File: src/rtl/ysyx_23060332_wbu_pkg.sv
// Shared types and defaults for the write-back unit: load-size encodings,
// geometry defaults and the pending-rd one-hot helper.
package ysyx_23060332_wbu_pkg;

  localparam int WB_ADDR_W     = 5;
  localparam int WB_DATA_W     = 32;
  localparam int WB_STARVE_MAX = 2;

  typedef enum logic [1:0] {
    WB_SIZE_BYTE  = 2'd0,
    WB_SIZE_HALF  = 2'd1,
    WB_SIZE_WORD  = 2'd2,
    WB_SIZE_WORDX = 2'd3
  } wb_size_e;

  // x0 is hardwired, so it never shows up as pending
  function automatic logic [(2**WB_ADDR_W)-1:0] rd_onehot(input logic [WB_ADDR_W-1:0] rd,
                                                          input logic en);
    logic [(2**WB_ADDR_W)-1:0] mask;
    mask = {(2**WB_ADDR_W){1'b0}};
    if (en && (rd != {WB_ADDR_W{1'b0}})) begin
      mask[rd] = 1'b1;
    end else begin
      mask = {(2**WB_ADDR_W){1'b0}};
    end
    return mask;
  endfunction

endpackage

File: src/rtl/ysyx_23060332_wbu_if.sv
// Bundle of the EXU/LSU result handshakes and the register-file write port
// seen by the write-back unit.
interface ysyx_23060332_wbu_if #(
  parameter int ADDR_W = 5,
  parameter int DATA_W = 32
);
  logic              exu_valid;
  logic              exu_ready;
  logic              exu_wen;
  logic [ADDR_W-1:0] exu_rd;
  logic [DATA_W-1:0] exu_data;

  logic              lsu_valid;
  logic              lsu_ready;
  logic [ADDR_W-1:0] lsu_rd;
  logic [DATA_W-1:0] lsu_rdata;
  logic [1:0]        lsu_addr_lo;
  logic [1:0]        lsu_size;
  logic              lsu_unsigned;

  logic                     reg_wen;
  logic [ADDR_W-1:0]        waddr;
  logic [DATA_W-1:0]        wdata;
  logic                     retire;
  logic [(2**ADDR_W)-1:0]   pend_mask;

  modport master (
    output exu_valid, exu_wen, exu_rd, exu_data,
    output lsu_valid, lsu_rd, lsu_rdata, lsu_addr_lo, lsu_size, lsu_unsigned,
    input  exu_ready, lsu_ready, reg_wen, waddr, wdata, retire, pend_mask
  );

  modport slave (
    input  exu_valid, exu_wen, exu_rd, exu_data,
    input  lsu_valid, lsu_rd, lsu_rdata, lsu_addr_lo, lsu_size, lsu_unsigned,
    output exu_ready, lsu_ready, reg_wen, waddr, wdata, retire, pend_mask
  );
endinterface

File: src/rtl/ysyx_23060332_wbu_slot.sv
// One-entry holding register with valid/ready input; ready also opens in the
// cycle the entry is drained, so a source can stream at full rate.
module ysyx_23060332_wbu_slot #(
  parameter int W = 32
) (
  input  logic         clk,
  input  logic         rst,
  input  logic         in_valid,
  output logic         in_ready,
  input  logic [W-1:0] in_data,
  input  logic         drain,
  output logic         full,
  output logic [W-1:0] data
);

  logic         full_r;
  logic [W-1:0] data_r;

  assign in_ready = !full_r || drain;
  assign full     = full_r;
  assign data     = data_r;

  // Fill on handshake, empty on drain; a fill in the drain cycle keeps it full
  always_ff @(posedge clk) begin
    if (rst) begin
      full_r <= 1'b0;
      data_r <= {W{1'b0}};
    end else if (in_valid && in_ready) begin
      full_r <= 1'b1;
      data_r <= in_data;
    end else if (drain) begin
      full_r <= 1'b0;
    end else begin
      full_r <= full_r;
    end
  end

endmodule

File: src/rtl/ysyx_23060332_wbu.sv
// Write-back unit: buffers one EXU and one LSU result, formats load data and
// arbitrates them onto the registered single register-file write port.
module ysyx_23060332_wbu
  import ysyx_23060332_wbu_pkg::*;
#(
  parameter int ADDR_W     = WB_ADDR_W,
  parameter int DATA_W     = WB_DATA_W,
  parameter int STARVE_MAX = WB_STARVE_MAX
) (
  input logic clk,
  input logic rst,
  ysyx_23060332_wbu_if.slave wb
);

  localparam int CNT_W = (STARVE_MAX < 1) ? 1 : $clog2(STARVE_MAX + 1);
  localparam int EXU_W = 1 + ADDR_W + DATA_W;
  localparam int LSU_W = ADDR_W + DATA_W;

  logic [7:0]        byte_sel_s;
  logic [15:0]       half_sel_s;
  logic [DATA_W-1:0] load_data_s;

  logic              exu_ready_s, lsu_ready_s;
  logic              exu_full_s, lsu_full_s;
  logic              exu_drain_s, lsu_drain_s;
  logic [EXU_W-1:0]  exu_q_s;
  logic [LSU_W-1:0]  lsu_q_s;

  logic              sel_wen_s;
  logic [ADDR_W-1:0] sel_rd_s;
  logic [DATA_W-1:0] sel_data_s;

  logic [CNT_W-1:0]  starve_cnt_r;
  logic              reg_wen_r, retire_r;
  logic [ADDR_W-1:0] waddr_r;
  logic [DATA_W-1:0] wdata_r;

  // Load data formatter: pick byte/half lane and extend
  always_comb begin
    byte_sel_s  = 8'(wb.lsu_rdata >> {wb.lsu_addr_lo, 3'b000});
    half_sel_s  = 16'(wb.lsu_rdata >> {wb.lsu_addr_lo[1], 4'b0000});
    load_data_s = wb.lsu_rdata;
    case (wb_size_e'(wb.lsu_size))
      WB_SIZE_BYTE: begin
        if (wb.lsu_unsigned) begin
          load_data_s = {{(DATA_W-8){1'b0}}, byte_sel_s};
        end else begin
          load_data_s = {{(DATA_W-8){byte_sel_s[7]}}, byte_sel_s};
        end
      end
      WB_SIZE_HALF: begin
        if (wb.lsu_unsigned) begin
          load_data_s = {{(DATA_W-16){1'b0}}, half_sel_s};
        end else begin
          load_data_s = {{(DATA_W-16){half_sel_s[15]}}, half_sel_s};
        end
      end
      default: load_data_s = wb.lsu_rdata;
    endcase
  end

  ysyx_23060332_wbu_slot #(.W(EXU_W)) u_exu_slot (
    .clk      (clk),
    .rst      (rst),
    .in_valid (wb.exu_valid),
    .in_ready (exu_ready_s),
    .in_data  ({wb.exu_wen, wb.exu_rd, wb.exu_data}),
    .drain    (exu_drain_s),
    .full     (exu_full_s),
    .data     (exu_q_s)
  );

  ysyx_23060332_wbu_slot #(.W(LSU_W)) u_lsu_slot (
    .clk      (clk),
    .rst      (rst),
    .in_valid (wb.lsu_valid),
    .in_ready (lsu_ready_s),
    .in_data  ({wb.lsu_rd, load_data_s}),
    .drain    (lsu_drain_s),
    .full     (lsu_full_s),
    .data     (lsu_q_s)
  );

  assign wb.exu_ready = exu_ready_s;
  assign wb.lsu_ready = lsu_ready_s;

  // Arbiter: LSU has priority until EXU has waited STARVE_MAX cycles
  always_comb begin
    exu_drain_s = 1'b0;
    lsu_drain_s = 1'b0;
    if (exu_full_s && (!lsu_full_s || (starve_cnt_r == CNT_W'(STARVE_MAX)))) begin
      exu_drain_s = 1'b1;
    end else begin
      lsu_drain_s = lsu_full_s;
    end
  end

  // Winner's entry; loads always write their rd
  always_comb begin
    sel_wen_s  = 1'b1;
    sel_rd_s   = lsu_q_s[LSU_W-1 -: ADDR_W];
    sel_data_s = lsu_q_s[DATA_W-1:0];
    if (exu_drain_s) begin
      sel_wen_s  = exu_q_s[EXU_W-1];
      sel_rd_s   = exu_q_s[EXU_W-2 -: ADDR_W];
      sel_data_s = exu_q_s[DATA_W-1:0];
    end else begin
      sel_wen_s  = 1'b1;
    end
  end

  // Starvation counter: counts EXU losses, saturating
  always_ff @(posedge clk) begin
    if (rst) begin
      starve_cnt_r <= {CNT_W{1'b0}};
    end else if (exu_full_s && !exu_drain_s) begin
      if (starve_cnt_r != CNT_W'(STARVE_MAX)) begin
        starve_cnt_r <= starve_cnt_r + CNT_W'(1);
      end else begin
        starve_cnt_r <= starve_cnt_r;
      end
    end else begin
      starve_cnt_r <= {CNT_W{1'b0}};
    end
  end

  // Register-file write port; waddr/wdata hold when nothing drains
  always_ff @(posedge clk) begin
    if (rst) begin
      reg_wen_r <= 1'b0;
      retire_r  <= 1'b0;
      waddr_r   <= {ADDR_W{1'b0}};
      wdata_r   <= {DATA_W{1'b0}};
    end else if (exu_drain_s || lsu_drain_s) begin
      reg_wen_r <= sel_wen_s && (sel_rd_s != {ADDR_W{1'b0}});
      retire_r  <= 1'b1;
      waddr_r   <= sel_rd_s;
      wdata_r   <= sel_data_s;
    end else begin
      reg_wen_r <= 1'b0;
      retire_r  <= 1'b0;
      waddr_r   <= waddr_r;
      wdata_r   <= wdata_r;
    end
  end

  assign wb.reg_wen = reg_wen_r;
  assign wb.retire  = retire_r;
  assign wb.waddr   = waddr_r;
  assign wb.wdata   = wdata_r;

  assign wb.pend_mask = rd_onehot(exu_q_s[EXU_W-2 -: ADDR_W], exu_full_s && exu_q_s[EXU_W-1])
                      | rd_onehot(lsu_q_s[LSU_W-1 -: ADDR_W], lsu_full_s)
                      | rd_onehot(waddr_r, reg_wen_r);

endmodule

File: src/flat_wrapper.sv
// flat-port wrapper written by rule: the top's interface ports become plain ports
module ysyx_23060332_wbu_flat import ysyx_23060332_wbu_pkg::*;
#(
  parameter int ADDR_W     = WB_ADDR_W,
  parameter int DATA_W     = WB_DATA_W,
  parameter int STARVE_MAX = WB_STARVE_MAX
)
  (clk, rst, wb_exu_valid, wb_exu_wen, wb_exu_rd, wb_exu_data, wb_lsu_valid, wb_lsu_rd, wb_lsu_rdata, wb_lsu_addr_lo, wb_lsu_size, wb_lsu_unsigned, wb_exu_ready, wb_lsu_ready, wb_reg_wen, wb_waddr, wb_wdata, wb_retire, wb_pend_mask);
  ysyx_23060332_wbu_if #(.ADDR_W(ADDR_W), .DATA_W(DATA_W)) wb_i ();
  input logic clk;
  input logic rst;
  input wire logic [$bits(wb_i.exu_valid)-1:0] wb_exu_valid;
  input wire logic [$bits(wb_i.exu_wen)-1:0] wb_exu_wen;
  input wire logic [$bits(wb_i.exu_rd)-1:0] wb_exu_rd;
  input wire logic [$bits(wb_i.exu_data)-1:0] wb_exu_data;
  input wire logic [$bits(wb_i.lsu_valid)-1:0] wb_lsu_valid;
  input wire logic [$bits(wb_i.lsu_rd)-1:0] wb_lsu_rd;
  input wire logic [$bits(wb_i.lsu_rdata)-1:0] wb_lsu_rdata;
  input wire logic [$bits(wb_i.lsu_addr_lo)-1:0] wb_lsu_addr_lo;
  input wire logic [$bits(wb_i.lsu_size)-1:0] wb_lsu_size;
  input wire logic [$bits(wb_i.lsu_unsigned)-1:0] wb_lsu_unsigned;
  output wire logic [$bits(wb_i.exu_ready)-1:0] wb_exu_ready;
  output wire logic [$bits(wb_i.lsu_ready)-1:0] wb_lsu_ready;
  output wire logic [$bits(wb_i.reg_wen)-1:0] wb_reg_wen;
  output wire logic [$bits(wb_i.waddr)-1:0] wb_waddr;
  output wire logic [$bits(wb_i.wdata)-1:0] wb_wdata;
  output wire logic [$bits(wb_i.retire)-1:0] wb_retire;
  output wire logic [$bits(wb_i.pend_mask)-1:0] wb_pend_mask;
  assign wb_i.exu_valid = wb_exu_valid;
  assign wb_i.exu_wen = wb_exu_wen;
  assign wb_i.exu_rd = wb_exu_rd;
  assign wb_i.exu_data = wb_exu_data;
  assign wb_i.lsu_valid = wb_lsu_valid;
  assign wb_i.lsu_rd = wb_lsu_rd;
  assign wb_i.lsu_rdata = wb_lsu_rdata;
  assign wb_i.lsu_addr_lo = wb_lsu_addr_lo;
  assign wb_i.lsu_size = wb_lsu_size;
  assign wb_i.lsu_unsigned = wb_lsu_unsigned;
  assign wb_exu_ready = wb_i.exu_ready;
  assign wb_lsu_ready = wb_i.lsu_ready;
  assign wb_reg_wen = wb_i.reg_wen;
  assign wb_waddr = wb_i.waddr;
  assign wb_wdata = wb_i.wdata;
  assign wb_retire = wb_i.retire;
  assign wb_pend_mask = wb_i.pend_mask;
  ysyx_23060332_wbu #(.ADDR_W(ADDR_W), .DATA_W(DATA_W), .STARVE_MAX(STARVE_MAX)) u_core (.clk(clk), .rst(rst), .wb(wb_i));
endmodule
File: config.mk
export PLATFORM = sky130hd
export DESIGN_NAME = ysyx_23060332_wbu_flat
export DESIGN_NICKNAME = d
export VERILOG_FILES = /design/src/rtl/ysyx_23060332_wbu_pkg.sv /design/src/rtl/ysyx_23060332_wbu_if.sv /design/src/rtl/ysyx_23060332_wbu_slot.sv /design/src/rtl/ysyx_23060332_wbu.sv /design/src/flat_wrapper.sv
export SDC_FILE = /design/constraint.sdc
export NUM_CORES = 1
export LEC_CHECK = 0
export ABC_AREA = 1
export CORE_ASPECT_RATIO = 1.4
export CORE_UTILIZATION = 43
export CTS_CLUSTER_DIAMETER = 120
export DETAILED_ROUTE_END_ITERATION = 16
export PLACE_DENSITY = 0.75
export SKIP_CTS_REPAIR_TIMING = 1
export SLEW_MARGIN = 0
export SYNTH_ARGS = -nofsm -noshare
export SYNTH_HDL_FRONTEND = slang
export SYNTH_SLANG_ARGS = --single-unit
File: constraint.sdc
create_clock -name clk -period 1.5 [get_ports clk]
set_input_delay 0.45 -clock clk [delete_from_list [all_inputs] [get_ports clk]]
set_output_delay 0.45 -clock clk [all_outputs]
set_load 0.01 [all_outputs]
Word level (Yosys, flattened, before mapping)
Index checks and enable logic that the tools add are counted.
Cells by class
  bitwise operators: 4
  muxes and demuxes: 22
  equal/unequal tests: 3
  shifts and indexed selects: 2
  add/sub/neg operators: 1
  reduce and logical (&&, ||, !) cells: 28
  magnitude comparators: 6
Operator list (count)
  two-way mux 32 bit: 6
  bitwise OR 32 bit: 2
  one-hot mux 32 bit (2 select lines): 1
  right shift 32 x 5 -> 16 bit: 1
  right shift 32 x 5 -> 8 bit: 1
  nonzero test 5 bit: 4
  less-than comparator 5 x 6 -> 1 bit (second input constant): 3
  demux 1 bit (select 5 bit): 3
  greater-or-equal comparator 5 x 1 -> 1 bit (second input constant): 3
  logical AND 1 bit: 12
  two-way mux 1 bit: 11
  two-way mux 5 bit: 1
  logical OR 1 bit: 4
  nonzero test 2 bit: 2
  OR reduction 2 bit: 2
  logical NOT 1 bit: 3
  adder 2 x 1 -> 2 bit (second input constant): 1
  equality test 2 x 1 -> 1 bit (second input constant): 1
  equality test 2 bit (second input constant): 1
  logical NOT 2 bit: 1
  inequality test 2 bit (second input constant): 1
  NOT 1 bit: 2
Word-level totals
  register bits after elaboration: 118
  output and inout bits: 73
  word-level logic and storage cells: 75
  input bits: 84

Logic depth before layout (Yosys ltp)
Gate-level depths: netlist (run 1).
  depth after elaboration: 8
  gate-level depth with buffers: 10
  depth with buffers taken out: 9

By module
Synthesis (run 1) repeated with hierarchy kept, for this count alone.
Unflattened totals
  cell total of the unflattened synthesis: 1086
  area, all modules: 7267.0 µm²
By module, submodules not included
  ysyx_23060332_wbu: times used 1, seq. area each 820.8 µm², area each 3529.6 µm², cells an instance 584
  ysyx_23060332_wbu_slot at u_core.u_exu_slot: times used 1, seq. area each 780.7 µm², area each 1910.6 µm², cells an instance 255
  ysyx_23060332_wbu_slot at u_core.u_lsu_slot: times used 1, seq. area each 760.7 µm², area each 1826.8 µm², cells an instance 247

Worst setup path before layout (run 1)
OpenSTA, ideal clock, no wires.
  kind: register to output
  start point: register u_core.waddr_r[3] (netlist: u_core.wb.waddr[3])
  end point: output wb_pend_mask[16]
  required time: 1.050 ns
  buffers on the path: 1
  setup slack: -0.235 ns
  arrival: 1.285 ns
  stages on the path, launching flop included: 8
  path through: dfxtp_1 > inv_1 > nand3_1 > o21ai_0 > inv_1 > clkbuf_1 > nand3_1 > o211ai_1
Between the ends
  word-level cells in the longest chain between the ends: 6
  elaborated cells between the ends (all ways): 9
  those cells by class: order compare: 2; mux: 3; bitwise: 1; reduce/logical: 3
Ends and longest elaborated chain
  start, declared: RTL line ysyx_23060332_wbu.sv:35  | logic [ADDR_W-1:0] waddr_r;
  start signal, assigned: RTL line ysyx_23060332_wbu.sv:132  | waddr_r <= {ADDR_W{1'b0}};
  start signal, assigned: RTL line ysyx_23060332_wbu.sv:137  | waddr_r <= sel_rd_s;
  start signal, assigned: RTL line ysyx_23060332_wbu.sv:142  | waddr_r <= waddr_r;
  less-than comparator 5 x 6 -> 1 bit (not written as such) / greater-or-equal comparator 5 x 1 -> 1 bit (equally long branches): RTL line ysyx_23060332_wbu_pkg.sv:22  | mask[rd] = 1'b1;
  logical AND 1 bit (not written as such): RTL line ysyx_23060332_wbu_pkg.sv:22
  two-way mux 1 bit (not written as such): RTL line ysyx_23060332_wbu_pkg.sv:22
  demux 1 bit (select 5 bit)
  two-way mux 32 bit *: RTL line ysyx_23060332_wbu_pkg.sv:21  | if (en && (rd != {WB_ADDR_W{1'b0}})) begin
  bitwise OR 32 bit *: RTL line ysyx_23060332_wbu.sv:154  | | rd_onehot(waddr_r, reg_wen_r);
  end, declared: RTL line flat_wrapper.sv:28  | output wire logic [$bits(wb_i.pend_mask)-1:0] wb_pend_mask;
Every way passes the cells marked *; elsewhere a longest branch is shown, timed or not.

Worst setup path after layout (run 1)
  start point: register u_core.u_lsu_slot.data_r[34] (netlist: u_core.u_lsu_slot.data[34])
  end point: output wb_pend_mask[12]
Between the ends
  word-level cells in the longest chain between the ends: 7
  elaborated cells between the ends (all ways): 10
  those cells by class: order compare: 2; mux: 3; bitwise: 2; reduce/logical: 3
Ends and longest elaborated chain
  start, declared: RTL line ysyx_23060332_wbu_slot.sv:17  | logic [W-1:0] data_r;
  start signal, assigned: RTL line ysyx_23060332_wbu_slot.sv:27  | data_r <= {W{1'b0}};
  start signal, assigned: RTL line ysyx_23060332_wbu_slot.sv:30  | data_r <= in_data;
  less-than comparator 5 x 6 -> 1 bit (not written as such) / greater-or-equal comparator 5 x 1 -> 1 bit (equally long branches): RTL line ysyx_23060332_wbu_pkg.sv:22
  logical AND 1 bit (not written as such): RTL line ysyx_23060332_wbu_pkg.sv:22
  two-way mux 1 bit (not written as such): RTL line ysyx_23060332_wbu_pkg.sv:22
  demux 1 bit (select 5 bit)
  two-way mux 32 bit *: RTL line ysyx_23060332_wbu_pkg.sv:21
  bitwise OR 32 bit *: RTL line ysyx_23060332_wbu.sv:153  | | rd_onehot(lsu_q_s[LSU_W-1 -: ADDR_W], lsu_full_s)
  bitwise OR 32 bit *: RTL line ysyx_23060332_wbu.sv:154
Marks and branches as above.

==> results of run 1 <==
-- report_power, final --
group | total, mW | internal [mW] | leakage (nW) | switching (mW)
combinational | 2.54 | 1.17 | 4.12 | 1.38
clock | 4.02 | 2.43 | 0.280 | 1.60
sequential | 3.56 | 3.37 | 0.981 | 0.190
total | 10.1 | 6.96 | 5.38 | 3.16
-- Yosys cell counts (all sizes together) --
cell,n
nor4,4
nand2,219
o311ai,1
o21ai,139
a41oi,7
dfxtp,118
nor2,90
nand4,12
o22ai,5
buf,26
ha,1
clkinv,1
nor3,13
inv,81
xor2,1
clkbuf,24
conb,1
o211ai,6
a21oi,54
nand3,85
a32oi,1
-- registers in the layout, indices dropped and copies added, names as in the netlist --
register	count
u_core.u_exu_slot.data	38
u_core.u_lsu_slot.data	37
u_core.wb.wdata	32
u_core.wb.waddr	5
u_core.starve_cnt_r	2
u_core.u_exu_slot.full	1
u_core.u_lsu_slot.full	1
u_core.wb.reg_wen	1
u_core.wb.retire	1
-- critical path, delay by kind of cell (launching register included) --
kind                   cells  cell delay [ns]
buffers and inverters      4             0.57
flip-flops                 1             0.35
AND/OR/NAND/NOR            3             0.53
-- cells by family after synthesis --
kind of cell,Yosys count,share of synthesized area [%]
xor+xnor,1,0.150
buf+inv,132,9.35
compound gates,213,19.2
other cells,1,0.0641
flops,118,40.4
fa+ha+maj,1,0.214
simple gates,423,30.6
-- worst max-delay path by stage --
stage	start	to	slack [ns]	depth (start not counted)
2_1_floorplan	u_core.u_lsu_slot.full	wb_pend_mask[14]	-0.07	5
3_3_place_gp	u_core.u_lsu_slot.data[34]	wb_pend_mask[13]	-0.68	5
3_5_place_dp	u_core.u_lsu_slot.data[34]	wb_pend_mask[13]	-0.70	5
4_1_cts	u_core.u_lsu_slot.data[34]	wb_pend_mask[13]	-1.14	5
5_1_grt	u_core.u_lsu_slot.data[34]	wb_pend_mask[12]	-0.86	7
6_report	u_core.u_lsu_slot.data[34]	wb_pend_mask[12]	-0.81	7
-- cell type report --
cell class / instances / area share (%)
Clock buffer: 20 / 4.25
Clock inverter: 12 / 1.08
Inverter: 82 / 3.19
Multi-Input combinational cell: 641 / 36.4
Sequential cell: 118 / 21.7
Tap cell: 182 / 2.07
Timing Repair Buffer: 335 / 31.3
-- metal layers --
layer / GRT usage (%) / vias up / part of all wire (%)
met1: 31.1 / 3811 / 31
met5: 0 / - / 0
li1: - / 3570 / -
met3: 4.74 / 226 / 8.5
met4: 22.3 / 0 / 11
met2: 60.0 / 600 / 50
-- layout by cell type, fill, tap and decap left out, types with 13 or more instances in the layout --
| cell | count |
|---|---|
| nand2_1 | 174 |
| buf_4 | 117 |
| dfxtp_1 | 103 |
| clkdlybuf4s50_1 | 81 |
| nor2_1 | 70 |
| nand3_1 | 64 |
| o21ai_1 | 60 |
| inv_1 | 57 |
| o21ai_2 | 50 |
| buf_6 | 48 |
| dlymetal6s2s_1 | 37 |
| a21oi_1 | 30 |
| clkbuf_16 | 25 |
| nand2_2 | 24 |
| nand2_4 | 20 |
| a21oi_2 | 19 |
| o21ai_0 | 19 |
| inv_2 | 17 |
| nand3_2 | 17 |
| buf_12 | 17 |
| buf_2 | 13 |
-- through the flow --
stage	power, mW	hold WS (ns)	util, %
floorplan	4.33	0.449	-
global placement	5.31	0.456	64.5
detailed placement	5.33	0.463	64.5
CTS	9.26	0.471	68.9
global route	10.4	0.498	82.5
finish	10.1	0.475	82.5
==> flow_summary.json, run 1 <==
{
  "status": "finished, violations left",
  "violations": "setup timing",
  "reg2reg_from": "u_core.u_lsu_slot.full",
  "tns_ns": -29.96,
  "n_antenna_cell": 0,
  "start_util_pct": 43.9,
  "syn_inst": 889,
  "worstSetupStartpointType": "register",
  "dpl_cell_area_um2": 8600,
  "path_max_fanout": 6,
  "synth_area_um2": 5850,
  "worstPathArrival_ns": 1.86,
  "multi_input_area_um2": 4000,
  "vdd_drop_max_mv": 0.936,
  "first_pass_iters": 5,
  "holdPathStages": 2,
  "post-route-period-util_pct": 154,
  "r2r_cells": 12,
  "wl_per_cell_um": 21.6,
  "grt_overflow": 0,
  "hold_path_class": "reg2reg",
  "crit_top_cell": "buf_6",
  "drt_first_iter_violations": 812,
  "via_per_inst": 5.90,
  "setup_viol": 125,
  "min_to": "u_core.wb.wdata[17]",
  "port_buffers": 155,
  "ys_ff_latch": 118,
  "synth_cell_types": 33,
  "synthTopCellsByArea": "dfxtp_1 40%, nand2_1 14%, o21ai_0 9.0%, nand3_1 7.2%, nor2_1 5.6%",
  "synth_seq_area_share_pct": 40.4,
  "final-hold-violation-count": 0,
  "dp.cells": 1301,
  "stdcell_area_um2": 11000,
  "synth_area_per_cell_um2": 6.58,
  "r2r_slack_ns": -0.37,
  "fin_crit_ns": 2.31,
  "htreeDepth": 4,
  "clk_latency_ns": 0.43,
  "cts_tree": "built",
  "worst_pin_slew_ns": 0.608,
  "coreArea_um2": 13300,
  "clock_path_buffers": 2,
  "dp_hpwl_um": 16300,
  "io_pins": 157,
  "route.detailed.drc": 0,
  "cts-root-buf": "clkbuf_16",
  "cts.reportedPaths.clkPinSlew_ns": 0.06,
  "final_cells": 1390,
  "maxCapViolations": 0,
  "finClkSkew_ns": 0.0117,
  "slowest_stage": "nor4_4",
  "dp_slack_ns": -0.697,
  "yosysWarnings": 0,
  "grt.total_usage_pct": 31.9,
  "drive_gt1_share_pct": 39.9,
  "worstPathRequired_ns": 1.05,
  "grt_pass1_wl_um": 34100,
  "nets": 1280,
  "critPathMaxStageDelay_ns": 0.41,
  "die_w_um": 101,
  "row_count": 50,
  "grt_max_degree": 29,
  "timing.rr.end": "u_core.u_lsu_slot.data[11]",
  "crit_type": "reg2out",
  "syn_nets": 974,
  "chipHeight_um": 140,
  "dieArea_um2": 14100,
  "routed_wl_um": 30000,
  "vias": 8207,
  "slew_viol_final": 0,
  "synth.top_cell.area_share_pct": 40.4,
  "rsz0062_at_grt": "true",
  "place.gp.congestion": 1.06,
  "ff_latch_area_um2": 2390,
  "slew_headroom_pct": 59.2,
  "timing.fmax_mhz": 433,
  "yosysTopAreaCell": "dfxtp_1",
  "area_growth_pct": 88.0,
  "numCtsBuffers": 17,
  "fillers": 739,
  "power.density_nw_per_um2": 921,
  "crit_chain": "clkinvlp_4, nor4_4, buf_4, buf_6, nand2_2, nand3_2, buf_6",
  "p_leak_nw": 5.38,
  "clock_sinks": 118,
  "grt_antenna_before_repair": 0,
  "grt_pass1_vias": 6983,
  "fin_ws_ns": -0.809,
  "min-delay-start": "u_core.wb.wdata[17]",
  "ant_nets": 0,
  "endpoint_kind": "output pin"
}
Power figures use the tool's default switching activity.
==> run 2: changes to the inputs <==
- PLACE_DENSITY: 0.75 -> 0.72
- clock period: 1.5 -> 2.9 ns (I/O delays scaled with it)
==> run 2 against run 1 <==
Compared with the run above:
- the run now ends clean
- first-iteration DRC count decreased by 66%
- register-to-register slack improved by 1.5 ns
- count of clock-buffer cells in the layout down 1
- sequential power decreased by 49%
- cell area is 22% lower
- highest routed layer unchanged
==> flow_summary.json, run 2 (same netlist as run 1, synthesis figures left out) <==
{
  "drt_first_iter_violations": 274,
  "worst_pin_slew_ns": 0.528,
  "clock_sinks": 118,
  "first_pass_iters": 5,
  "worstPathRequired_ns": 2.03,
  "start_util_pct": 43.9,
  "vias": 6483,
  "timing.fmax_mhz": 357,
  "clk_latency_ns": 0.41,
  "status": "complete, no violations",
  "grt_pass1_wl_um": 32600,
  "worstSetupStartpointType": "register",
  "dieArea_um2": 14100,
  "multi_input_area_um2": 3050,
  "cts-root-buf": "clkbuf_16",
  "nets": 1138,
  "p_leak_nw": 4.13,
  "cts.reportedPaths.clkPinSlew_ns": 0.06,
  "rsz0062_at_grt": "true",
  "power.density_nw_per_um2": 552,
  "port_buffers": 155,
  "r2r_slack_ns": 1.09,
  "holdPathStages": 2,
  "grt_antenna_before_repair": 0,
  "area_growth_pct": 45.9,
  "path_max_fanout": 5,
  "grt.total_usage_pct": 30.4,
  "final-hold-violation-count": 0,
  "slew_headroom_pct": 64.8,
  "fin_crit_ns": 2.80,
  "dp_slack_ns": 0.109,
  "n_antenna_cell": 0,
  "maxCapViolations": 0,
  "via_per_inst": 5.20,
  "hold_path_class": "reg2reg",
  "vdd_drop_max_mv": 0.453,
  "die_w_um": 101,
  "stdcell_area_um2": 8530,
  "crit_type": "reg2out",
  "grt_max_degree": 66,
  "cts_tree": "built",
  "tns_ns": 0,
  "largest_register_ff_count": 38,
  "numCtsBuffers": 17,
  "clock_path_buffers": 2,
  "dp_hpwl_um": 15600,
  "chipHeight_um": 140,
  "slew_viol_final": 0,
  "dpl_cell_area_um2": 7710,
  "grt_overflow": 0,
  "fin_total_pwr_mw": 4.71,
  "coreArea_um2": 13300,
  "final_cell_mix": "213 x nand2_1, 126 x clkdlybuf4s50_1, 113 x dfxtp_1, 105 x o21ai_0, 84 x nand3_1",
  "post-route-period-util_pct": 96.6,
  "wl_per_cell_um": 16.7,
  "io_pins": 157,
  "final_cells": 1247,
  "htreeDepth": 4,
  "ant_nets": 0,
  "worstPathArrival_ns": 1.93,
  "fillers": 1263,
  "grt_pass1_vias": 6319,
  "r2r_cells": 8,
  "place.gp.congestion": 0.996,
  "fin_ws_ns": 0.0979,
  "drive_gt1_share_pct": 10.5,
  "row_count": 50,
  "routed_wl_um": 20800,
  "setup_viol": 0,
  "final_common_cell": "nand2_1",
  "route.detailed.drc": 0,
  "endpoint_kind": "output pin",
  "ff_latch_area_um2": 2370,
  "finClkSkew_ns": 0.00835,
  "dp.cells": 1213
}
[run 2: changes by cell type in the layout (fill, tap and decap cells not counted), moves of 18 or more]
cell,change
nand2_4,-18
a21oi_1,+24
nand2_2,-20
o21ai_1,-27
nand3_1,+20
o21ai_2,-50
buf_6,-47
buf_4,-82
clkdlybuf4s50_1,+45
a21oi_2,-19
nand2_1,+39
o21ai_0,+86
[run 2: critical path, stage by stage, from the launching register on]
cell             delay, ns
dfxtp_1               0.40
inv_1                 0.09
nor2_2                0.25
nand3_1               0.13
nand3_1               0.11
clkdlybuf4s50_1       0.55
[run 2: report_power, final]
group	total [mW]	internal [mW]	switching, mW
Clock	2.11	1.37	0.747
Combinational	0.786	0.338	0.448
Sequential	1.81	1.74	0.0700
[run 2: metal layers]
layer  vias up  part of all wire [%]  track usage, %
met5         -                     0               0
met4         0                   6.1            19.5
met3        58                   3.9            5.39
met2       189                    55            58.1
met1      2969                    35            29.2
li1       3267                     -               -
[run 2: final timing paths]
check,from,endpoint
setup / recovery,u_core.u_exu_slot.data[33],wb_pend_mask[2]
hold / removal,u_core.wb.wdata[19],u_core.wb.wdata[19]
setup reg to reg,u_core.starve_cnt_r[0],u_core.u_lsu_slot.data[8]
hold reg to reg,u_core.wb.wdata[19],u_core.wb.wdata[19]
[run 2: final cells by class]
cell class	count	area share, %
clock buffers	19	5.19
well taps	182	2.67
inverters	82	3.65
flip-flops and latches	118	27.8
repair buffers	195	23.2
clock inverters	12	1.80
multi-input cells	639	35.7
[run 2: metrics by stage]
stage | hold slack (ns) | utilization [%]
floorplan | 0.449 | -
global placement | 0.456 | 57.9
detailed placement | 0.466 | 57.9
CTS | 0.477 | 62.3
global route | 0.493 | 64.0
finish | 0.470 | 64.0
